`config.mk`:
```
export PLATFORM = sky130hd
export DESIGN_NAME = operand_fetch
export DESIGN_NICKNAME = d
export VERILOG_FILES = /design/src/rtl/operand_fetch.sv
export SDC_FILE = /design/constraint.sdc
export NUM_CORES = 1
export LEC_CHECK = 0
export BUFFER_PORTS_ARGS = -buffer_cell sky130_fd_sc_hd__buf_2
export CAP_MARGIN = 20
export CORE_AREA = 4 4 116 74
export CTS_CLUSTER_SIZE = 10
export DETAILED_ROUTE_END_ITERATION = 10
export DIE_AREA = 0 0 120 78
export MAX_ROUTING_LAYER = met4
export PLACE_DENSITY = 0.75
export SLEW_MARGIN = 0
export SYNTH_ARGS = -nofsm -noshare
export SYNTH_HDL_FRONTEND = slang
export SYNTH_SLANG_ARGS = --single-unit
```
`constraint.sdc`:
```
create_clock -name CLK -period 2.5 [get_ports CLK]
set_clock_uncertainty 0.05 [all_clocks]
set_input_delay 0.125 -clock CLK [delete_from_list [all_inputs] [get_ports CLK]]
set_output_delay 0.125 -clock CLK [all_outputs]
set_load 0.005 [all_outputs]
```
`src/rtl/operand_fetch.sv`:
```
// Operand fetch sequencer: reads a 0/1/2-byte little-endian operand over the 8-bit memory bus.
// Optional OPERAND_FETCH_WAIT_EN adds an RDY input that freezes the fetch while low.
module operand_fetch #(
    parameter int DATA_WIDTH = 8,
    parameter int ADDR_WIDTH = 16
) (
    input  logic                    CLK,
    input  logic                    RST,
`ifdef OPERAND_FETCH_WAIT_EN
    input  logic                    RDY,
`endif
    input  logic                    START,
    input  logic [1:0]              LEN,
    input  logic [ADDR_WIDTH-1:0]   PC_IN,
    input  logic [DATA_WIDTH-1:0]   DATA_IN,
    output logic [ADDR_WIDTH-1:0]   ADDR,
    output logic                    RD,
    output logic [2*DATA_WIDTH-1:0] OPERAND,
    output logic [ADDR_WIDTH-1:0]   PC_OUT,
    output logic                    DONE,
    output logic                    BUSY,
    output logic [1:0]              state_o
);

    typedef enum logic [1:0] {
        IDLE   = 2'd0,
        REQ_LO = 2'd1,
        REQ_HI = 2'd2,
        LAST   = 2'd3
    } state_t;

    // Handshake: START is a request sampled only in IDLE; DONE is a one-cycle
    // valid pulse for OPERAND/PC_OUT with no back-pressure.

    state_t                  state_q, state_d;
    logic [ADDR_WIDTH-1:0]   pc_q, pc_d;
    logic [1:0]              len_q, len_d;
    logic [ADDR_WIDTH-1:0]   addr_q, addr_d;
    logic                    rd_q, rd_d;
    logic [2*DATA_WIDTH-1:0] operand_q, operand_d;
    logic [ADDR_WIDTH-1:0]   pc_out_q, pc_out_d;
    logic                    done_q, done_d;
    logic                    adv;

`ifdef OPERAND_FETCH_WAIT_EN
    assign adv = RDY;
`else
    assign adv = 1'b1;
`endif

    always_ff @(posedge CLK) begin
        if (RST) begin
            state_q   <= IDLE;
            pc_q      <= '0;
            len_q     <= '0;
            addr_q    <= '0;
            rd_q      <= 1'b0;
            operand_q <= '0;
            pc_out_q  <= '0;
            done_q    <= 1'b0;
        end else begin
            state_q   <= state_d;
            pc_q      <= pc_d;
            len_q     <= len_d;
            addr_q    <= addr_d;
            rd_q      <= rd_d;
            operand_q <= operand_d;
            pc_out_q  <= pc_out_d;
            done_q    <= done_d;
        end
    end

    always_comb begin
        state_d   = state_q;
        pc_d      = pc_q;
        len_d     = len_q;
        addr_d    = addr_q;
        operand_d = operand_q;
        pc_out_d  = pc_out_q;
        done_d    = 1'b0;

        case (state_q)
            IDLE: begin
                if (START) begin
                    pc_d  = PC_IN;
                    // A length of 3 is clamped to the 2-byte maximum.
                    len_d = (LEN == 2'd3) ? 2'd2 : LEN;
                    if (LEN == 2'd0) begin
                        operand_d = '0;
                        pc_out_d  = PC_IN;
                        done_d    = 1'b1;
                    end else begin
                        addr_d  = PC_IN;
                        state_d = REQ_LO;
                    end
                end
            end
            REQ_LO: begin
                if (adv) begin
                    if (len_q == 2'd2) begin
                        addr_d  = pc_q + ADDR_WIDTH'(1);
                        state_d = REQ_HI;
                    end else begin
                        state_d = LAST;
                    end
                end
            end
            REQ_HI: begin
                if (adv) begin
                    operand_d[DATA_WIDTH-1:0] = DATA_IN;
                    state_d                   = LAST;
                end
            end
            LAST: begin
                if (adv) begin
                    if (len_q == 2'd2) begin
                        operand_d[2*DATA_WIDTH-1:DATA_WIDTH] = DATA_IN;
                    end else begin
                        operand_d = {{DATA_WIDTH{1'b0}}, DATA_IN};
                    end
                    pc_out_d = pc_q + ADDR_WIDTH'(len_q);
                    done_d   = 1'b1;
                    state_d  = IDLE;
                end
            end
            default: state_d = IDLE;
        endcase

        rd_d = (state_d == REQ_LO) || (state_d == REQ_HI);
    end

    assign ADDR    = addr_q;
    assign RD      = rd_q;
    assign OPERAND = operand_q;
    assign PC_OUT  = pc_out_q;
    assign DONE    = done_q;
    assign BUSY    = (state_q != IDLE);
    assign state_o = state_q;

endmodule

```
After elaboration in Yosys (flattened, before gate mapping)
Cells that the tools add are included.
Widths: inputs -> output; s select.
- flip-flop bits (word level): 70
- reductions and logical operators: 11
- equal/unequal tests: 12
- mux-type cells: 21
- add/sub/neg operators: 2
- operators with widths (kind ; count):
    $mux 16 ; 7
    $pmux 16 s2 ; 2
    $pmux 8 s3 ; 1
    $add 16x1->16 const B ; 1
    $add 16x2->16 ; 1
    $mux 8 ; 2
    $pmux 8 s2 ; 1
    $eq 2x2->1 const B ; 5
    $ne 2x2->1 const B ; 5
    $pmux 2 s4 ; 1
    $reduce_and 4->1 ; 2
    $mux 2 ; 3
    $reduce_bool 2->1 ; 3
    $eq 2x1->1 const B ; 2
    $logic_not 2->1 ; 2
    $mux 1 ; 3
    $reduce_and 3->1 ; 1
    $reduce_bool 3->1 ; 1
    $pmux 1 s2 ; 1
    $reduce_and 2->1 ; 1
    $logic_or 1x1->1 ; 1

Longest topological paths before layout
Gate-level depths: netlist of the first run.
- depth in word-level cells: 6
- gate-level depth with buffers: 8
- depth with buffers taken out: 7

Least setup slack after synthesis of the first run
OpenSTA, ideal clock, no wires.
- path kind: register to register
- from: register pc_q[0]
- to: register pc_out_q[12], in the netlist PC_OUT[12]
- clock period less this slack: 2.370 ns
- stages on the path, launching flop included: 9
- slack: 0.130 ns
- arrival: 2.245 ns
- required time: 2.376 ns
- path through: dfxtp_1 > ha_1 > inv_1 > fa_1 > clkbuf_1 > nand2b_1 > or4_1 > or4_1 > a31oi_1
- word-level cells in the longest chain between the ends: 2
- RTL lines (element ; RTL line ; text):
    start: declaration ; 36 ; logic [ADDR_WIDTH-1:0] pc_q, pc_d;
    start signal: assignment ; 63 ; pc_q <= pc_d;
    $add 16x2->16 ; 121 ; pc_out_d = pc_q + ADDR_WIDTH'(len_q);
    $pmux 16 s2 ; 82 ; case (state_q)
    end signal: assignment ; 68 ; pc_out_q <= pc_out_d;
    end: declaration ; 41 ; logic [ADDR_WIDTH-1:0] pc_out_q, pc_out_d;
Every way passes these cells.
A chain may end at the register's enable or synchronous reset.

Final worst setup path of the first run
- from: register len_q[0]
- to: register pc_out_q[12], in the netlist PC_OUT[12]
- word-level cells in the longest chain between the ends: 2
- RTL lines (element ; RTL line ; text):
    start: declaration ; 37 ; logic [1:0] len_q, len_d;
    start signal: assignment ; 64 ; len_q <= len_d;
    $add 16x2->16 ; 121 ;
    $pmux 16 s2 ; 82 ;
Every way passes these cells.

==> flow_summary.toml, run 1 <==
[outcome]
status = "finished, final reports clean"

[power_and_ir_drop]
finalPower_uw = 5100
power.density_nw_per_um2 = 1130
vdd_drop_max_mv = 0.567
p_leak_uw = 0.00179

[clocking]
cts_setup_buffers = 0
clock-sinks = 70
cts_made_buffers = 9
path_clk_slew_ns = 0.05
htree_levels = 3
cts_buffer_depth = 2
cts-root-buf = "clkbuf_16"
cts_tree = "done"
clk_latency_ns = 0.34

[synthesis]
yosysWarnings = 0
synth_nets = 485
syn_avg_cell_area_um2 = 8.00
ys.flop_type = "dfxtp_1"
yosys.area.top_type = "dfxtp_1"
ys_top_cells_by_area = "dfxtp_1 (39%), nand2_1 (7.1%), a21oi_1 (6.4%)"
netlist-cell-type-count = 50
synth_top_area_share_pct = 39.2
synth_edf_count = 0
syn_inst = 447
async_flop_share_pct = 0
yosysMostFrequentCell = "dfxtp_1"
ys_seq_area_share_pct = 39.2
netlist_area_um2 = 3570
synth_common_cells = "dfxtp_1 (70), nand2_1 (68), a21oi_1 (46)"
ys_ff_latch = 70

[hold_path]
holdPathEnd = "pc_q[3]$_SDFFE_PP0P_"
hold_depth = 3
hold_start = "PC_IN[3]"
hp-class = "input port to flip-flop"

[timing]
hold_violations = 0
min_period_over_period_pct = 91.4
fin_setup_tns_ns = 0
setup_violations = 0
setup_slack_ns = 0.215
slew_headroom_pct = 55.1
grt_setup_unrepaired = "no"
worstMarginPinSlew_ns = 0.673
post-route-min-period_ns = 2.29
drv_slew = 0
max_freq_mhz = 438

[finish]
drive_gt1_share_pct = 23.3
area_growth_pct = 26.5
n_fill_cell = 692
seqCellArea_um2 = 1400
final_nets = 569
num_antenna_cells = 0
finalNonFillerCells = 644
multiInputGateArea_um2 = 1980

[placement]
place_ws_ns = 0.250
placed_cells = 619
dp_hpwl_mm = 7.82
portBuffers = 81
routabilityCongestion = 0.861

[die]
boundaryPins = 82
die_h_um = 78
die_w_um = 120
core_area_um2 = 7600
rows = 25
dieArea_um2 = 9360
initial_core_util_pct = 47.0

[critical_path]
cp-start-kind = "flip-flop"
crit_chain = "ha_1 > inv_1 > fa_1 > nand2b_1 > or4_1 > or4_1 > a31oi_1"
path_max_fanout = 4
regToRegStartpoint = "len_q[0]$_SDFFE_PP0P_"
r2r_cells = 7
max_stage_delay_ns = 0.42
required_ns = 2.71
r2r_end = "PC_OUT[12]$_SDFFE_PP0P_"
reg2reg_slack_ns = 0.21
cp-end-kind = "flip-flop"
worstPathArrival_ns = 2.50
crit_path_frequent_cell = "or4_1"
critPathSlowestCell = "or4_1"
path_class = "flip-flop to flip-flop"

[detailed_routing]
drt-initial-drc-count = 491
antenna_left = 0
post-route-drc-count = 0
wire_per_inst_um = 17.2
num_vias = 3733
vias_per_cell = 5.80
wl_mm = 11.1
firstDrtPassIters = 5

[grt]
globalRoute.busiestLayer = "met2"
grt_max_degree = 44
gr-total-overflow = 0
grt_pass1_vias = 3569
antenna_found_initial = 0
grt_use_met2_pct = 36.2
grtUsageMet1_pct = 35.3
grt_pass1_wl_mm = 18.3
grt_util_met3_pct = 7.14
grtUsageTotal_pct = 25.2

[run]
cap_violations = 0
what timing repair did:
item / 4_1_cts / 5_1_grt
hold buffers: 9 / 0
hold endpoints to repair: 9 / 0
endpoints found under the setup margin: 0 / 1
gates resized for setup: 0 / 1
per-layer routing:
layer,part of all wire (%),up-vias
met5,0,-
met4,1.0,0
met3,9.7,13
met2,44,188
met1,45,1755
li1,-,1777
worst max-delay path, delay by kind of cell (launching register included):
| family | cells | cell delay (ns) |
|---|---|---|
| DFF | 1 | 0.37 |
| and+or+nand+nor | 3 | 0.98 |
| adders and majority gates | 2 | 0.57 |
| AOI/OAI and AO/OA | 1 | 0.18 |
| buffers and inverters | 1 | 0.06 |
sequential cells by signal, summed over array words and instances (netlist names):
| signal | flops |
|---|---|
| state_o | 2 |
| len_q | 2 |
| OPERAND | 16 |
| ADDR | 16 |
| DONE | 1 |
| RD | 1 |
| PC_OUT | 16 |
| pc_q | 16 |
final cells by class:
class	count	area share (%)
Multi-Input combinational cell	328	43.8
Tap cell	108	2.99
Sequential cell	70	31.0
Timing Repair Buffer	109	14.1
Clock buffer	12	5.45
Inverter	13	1.08
Clock inverter	4	1.55
how the worst max path moves through the flow:
| stage | from | end | slack [ns] | cells past startpoint |
|---|---|---|---|---|
| floorplan | pc_q[0]$_SDFFE_PP0P_ | PC_OUT[12]$_SDFFE_PP0P_ | 0.13 | 8 |
| global placement | pc_q[1]$_SDFFE_PP0P_ | PC_OUT[12]$_SDFFE_PP0P_ | 0.35 | 6 |
| detailed placement | len_q[0]$_SDFFE_PP0P_ | PC_OUT[12]$_SDFFE_PP0P_ | 0.25 | 7 |
| CTS | len_q[0]$_SDFFE_PP0P_ | PC_OUT[12]$_SDFFE_PP0P_ | 0.21 | 7 |
| global route | len_q[0]$_SDFFE_PP0P_ | PC_OUT[12]$_SDFFE_PP0P_ | 0.1 | 7 |
| finish | len_q[0]$_SDFFE_PP0P_ | PC_OUT[12]$_SDFFE_PP0P_ | 0.21 | 7 |
cells by family after synthesis:
| family | after synthesis | share of synthesized area [%] |
|---|---|---|
| compound gates | 115 | 21.2 |
| simple gates | 183 | 25.3 |
| fa+ha+maj | 9 | 3.36 |
| flops | 70 | 39.2 |
| buf+inv | 49 | 5.43 |
| mux | 10 | 2.80 |
| xor+xnor | 11 | 2.70 |
metrics by stage:
stage	util (%)	hold slack, ns	area [µm²]
after CTS	59.5	0.0000315	4520
after detailed placement	54.1	0.342	4110
final	59.5	0.00624	4520
after global placement	54.1	0.333	4110
after floorplan	-	0.211	3570
after global routing	59.5	0.00647	4520
cells in the final DEF (no fill, tap or decap), types with 3 or more instances in the layout:
| cell | synthesis | layout |
|---|---|---|
| mux2i_1 | 10 | 10 |
| nand3_1 | 28 | 28 |
| buf_2 | 8 | 81 |
| or3_1 | 7 | 7 |
| a31o_2 | 4 | 4 |
| nand2b_1 | 5 | 5 |
| nand4_1 | 8 | 8 |
| inv_1 | 13 | 13 |
| o31a_1 | 3 | 3 |
| dfxtp_1 | 70 | 70 |
| or4_1 | 6 | 6 |
| nor4_1 | 8 | 8 |
| ha_1 | 8 | 8 |
| a211o_1 | 6 | 6 |
| o21a_1 | 3 | 3 |
| nand2_1 | 68 | 68 |
| xor2_1 | 7 | 7 |
| o21ai_0 | 11 | 11 |
| clkbuf_16 | 0 | 9 |
| o41ai_1 | 8 | 8 |
| dlygate4sd3_1 | 0 | 9 |
| nor3_1 | 11 | 11 |
| a31oi_1 | 4 | 4 |
| a211oi_1 | 5 | 5 |
| a21oi_1 | 46 | 46 |
| buf_4 | 0 | 19 |
| nor2b_1 | 7 | 7 |
| a311oi_1 | 4 | 4 |
| xnor2_1 | 4 | 4 |
| nor2_1 | 25 | 25 |
| o211ai_1 | 4 | 4 |
| o22ai_1 | 5 | 5 |
report_power, final:
group | leakage, µW | internal [µW] | switching, µW
registers | 0.000572 | 1420 | 249
clock network | 0.000157 | 897 | 468
logic | 0.00106 | 823 | 1240
total | 0.00179 | 3140 | 1960
Power figures use the tool's default switching activity.
==> run 2, diff against run 1 <==
RECOVER_POWER = 100   (was default)
TNS_END_PERCENT = 100   (was default)
==> flow_summary.toml, run 2 (synthesis results as in run 1) <==
[timing]
grt_setup_unrepaired = "no"
setup_slack_ns = 0.212
post-route-min-period_ns = 2.29
fin_setup_tns_ns = 0
drv_slew = 0
worstMarginPinSlew_ns = 0.678
setup_violations = 0
max_freq_mhz = 437
hold_violations = 0
slew_headroom_pct = 54.8
min_period_over_period_pct = 91.5

[finish]
finalNonFillerCells = 644
n_fill_cell = 721
num_antenna_cells = 0
multiInputGateArea_um2 = 1980
area_growth_pct = 24.3
seqCellArea_um2 = 1400
drive_gt1_share_pct = 15.5
final_nets = 569
mostFrequentLayoutCells = "dfxtp_1 (70), nand2_1 (68), a21oi_1 (47)"
mostFrequentLayoutCell = "dfxtp_1"

[detailed_routing]
vias_per_cell = 5.82
post-route-drc-count = 0
wl_mm = 11.1
num_vias = 3748
drt-initial-drc-count = 527
antenna_left = 0
wire_per_inst_um = 17.3
firstDrtPassIters = 5

[clocking]
cts_setup_buffers = 0
clock-sinks = 70
cts_buffer_depth = 2
htree_levels = 3
cts-root-buf = "clkbuf_16"
path_clk_slew_ns = 0.06
clk_latency_ns = 0.34
cts_made_buffers = 9
cts_tree = "done"

[power_and_ir_drop]
clkPwrFrac_pct = 27.3
switching_power_uw = 1960
power.density_nw_per_um2 = 1130
switching_share_pct = 39.2
p_int_uw = 3040
vdd_drop_max_mv = 0.555
p_leak_uw = 0.00162
p_comb_share_pct = 39.2
seqPwrFrac_pct = 33.5
finalPower_uw = 5000

[grt]
grt_pass1_wl_mm = 18.3
grtUsageTotal_pct = 25.2
grt_max_degree = 44
antenna_found_initial = 0
gr-total-overflow = 0
grt_pass1_vias = 3569

[critical_path]
path_class = "flip-flop to flip-flop"
cp-end-kind = "flip-flop"
path_max_fanout = 4
regToRegStartpoint = "len_q[0]$_SDFFE_PP0P_"
required_ns = 2.71
worstPathArrival_ns = 2.50
critPathLaunch = "len_q[0]$_SDFFE_PP0P_"
cp-start-kind = "flip-flop"

[placement]
dp_hpwl_mm = 7.82
portBuffers = 81
placed_cells = 619
routabilityCongestion = 0.861
place_ws_ns = 0.250

[outcome]
status = "finished, final reports clean"

[die]
die_w_um = 120
boundaryPins = 82
initial_core_util_pct = 47.0
die_h_um = 78
dieArea_um2 = 9360
rows = 25
core_area_um2 = 7600

[hold_path]
hold_start = "DATA_IN[5]"
hp-class = "input port to flip-flop"

[run]
cap_violations = 0
[run 2: cell count changes in the layout (fill, tap and decap cells not counted), moves of 4 or more]
cell      delta
buf_4        -9
clkbuf_2     +4
clkbuf_1    +41
buf_2       -36
[run 2: metal layers]
metal | track usage [%] | vias to the layer above | routed length, µm
li1 | - | 1775 | -
met1 | 35.3 | 1773 | 5110
met2 | 36.2 | 191 | 4910
met3 | 7.14 | 9 | 1020
met4 | 5.60 | 0 | 65
met5 | - | - | 0
[run 2: worst paths after layout]
| kind | endpoint | slack (ns) | cells after the start |
|---|---|---|---|
| max | PC_OUT[12]$_SDFFE_PP0P_ | 0.21 | 7 |
| min reg2reg | OPERAND[12]$_SDFFE_PP0P_ | 0.40 | 2 |
| max reg2reg | PC_OUT[12]$_SDFFE_PP0P_ | 0.21 | 7 |
| min | OPERAND[13]$_SDFFE_PP0P_ | 0.006 | 3 |
[run 2: repair_timing]
item / CTS / global route
endpoints found under the setup margin: 0 / 1
hold buffers: 9 / 0
hold endpoints to repair: 9 / 0
resized for setup: 0 / 1
[run 2: power groups by stage]
| stage | clock network [µW] | logic, µW | registers [µW] |
|---|---|---|---|
| global placement | 0 | 1980 | 1660 |
| detailed placement | 0 | 2020 | 1680 |
| global route | 1440 | 2170 | 1710 |
| CTS | 1380 | 2050 | 1670 |
| floorplan | 0 | 1280 | 1630 |
| finish | 1360 | 1960 | 1680 |
[run 2: layout make-up]
type	instances	area share (%)
flip-flops and latches	70	31.5
inverters	13	1.10
repair buffers	109	12.7
multi-input cells	328	44.5
clock inverters	4	1.58
well taps	108	3.04
clock buffers	12	5.55
[run 2: through the flow]
| step | utilization (%) | hold WS (ns) | area [µm²] |
|---|---|---|---|
| final | 58.5 | 0.00573 | 4440 |
| after global routing | 58.5 | 0.00647 | 4440 |
| after CTS | 59.5 | 0.0000315 | 4520 |
| after detailed placement | 54.1 | 0.342 | 4110 |
| after global placement | 54.1 | 0.333 | 4110 |
| after floorplan | - | 0.211 | 3570 |
[run 2: worst max-delay path, cell delays in order (launching register included)]
cell	delay (ns)
dfxtp_1	0.36
ha_1	0.19
inv_1	0.06
fa_1	0.37
nand2b_1	0.16
or4_1	0.43
or4_1	0.41
a31oi_1	0.18
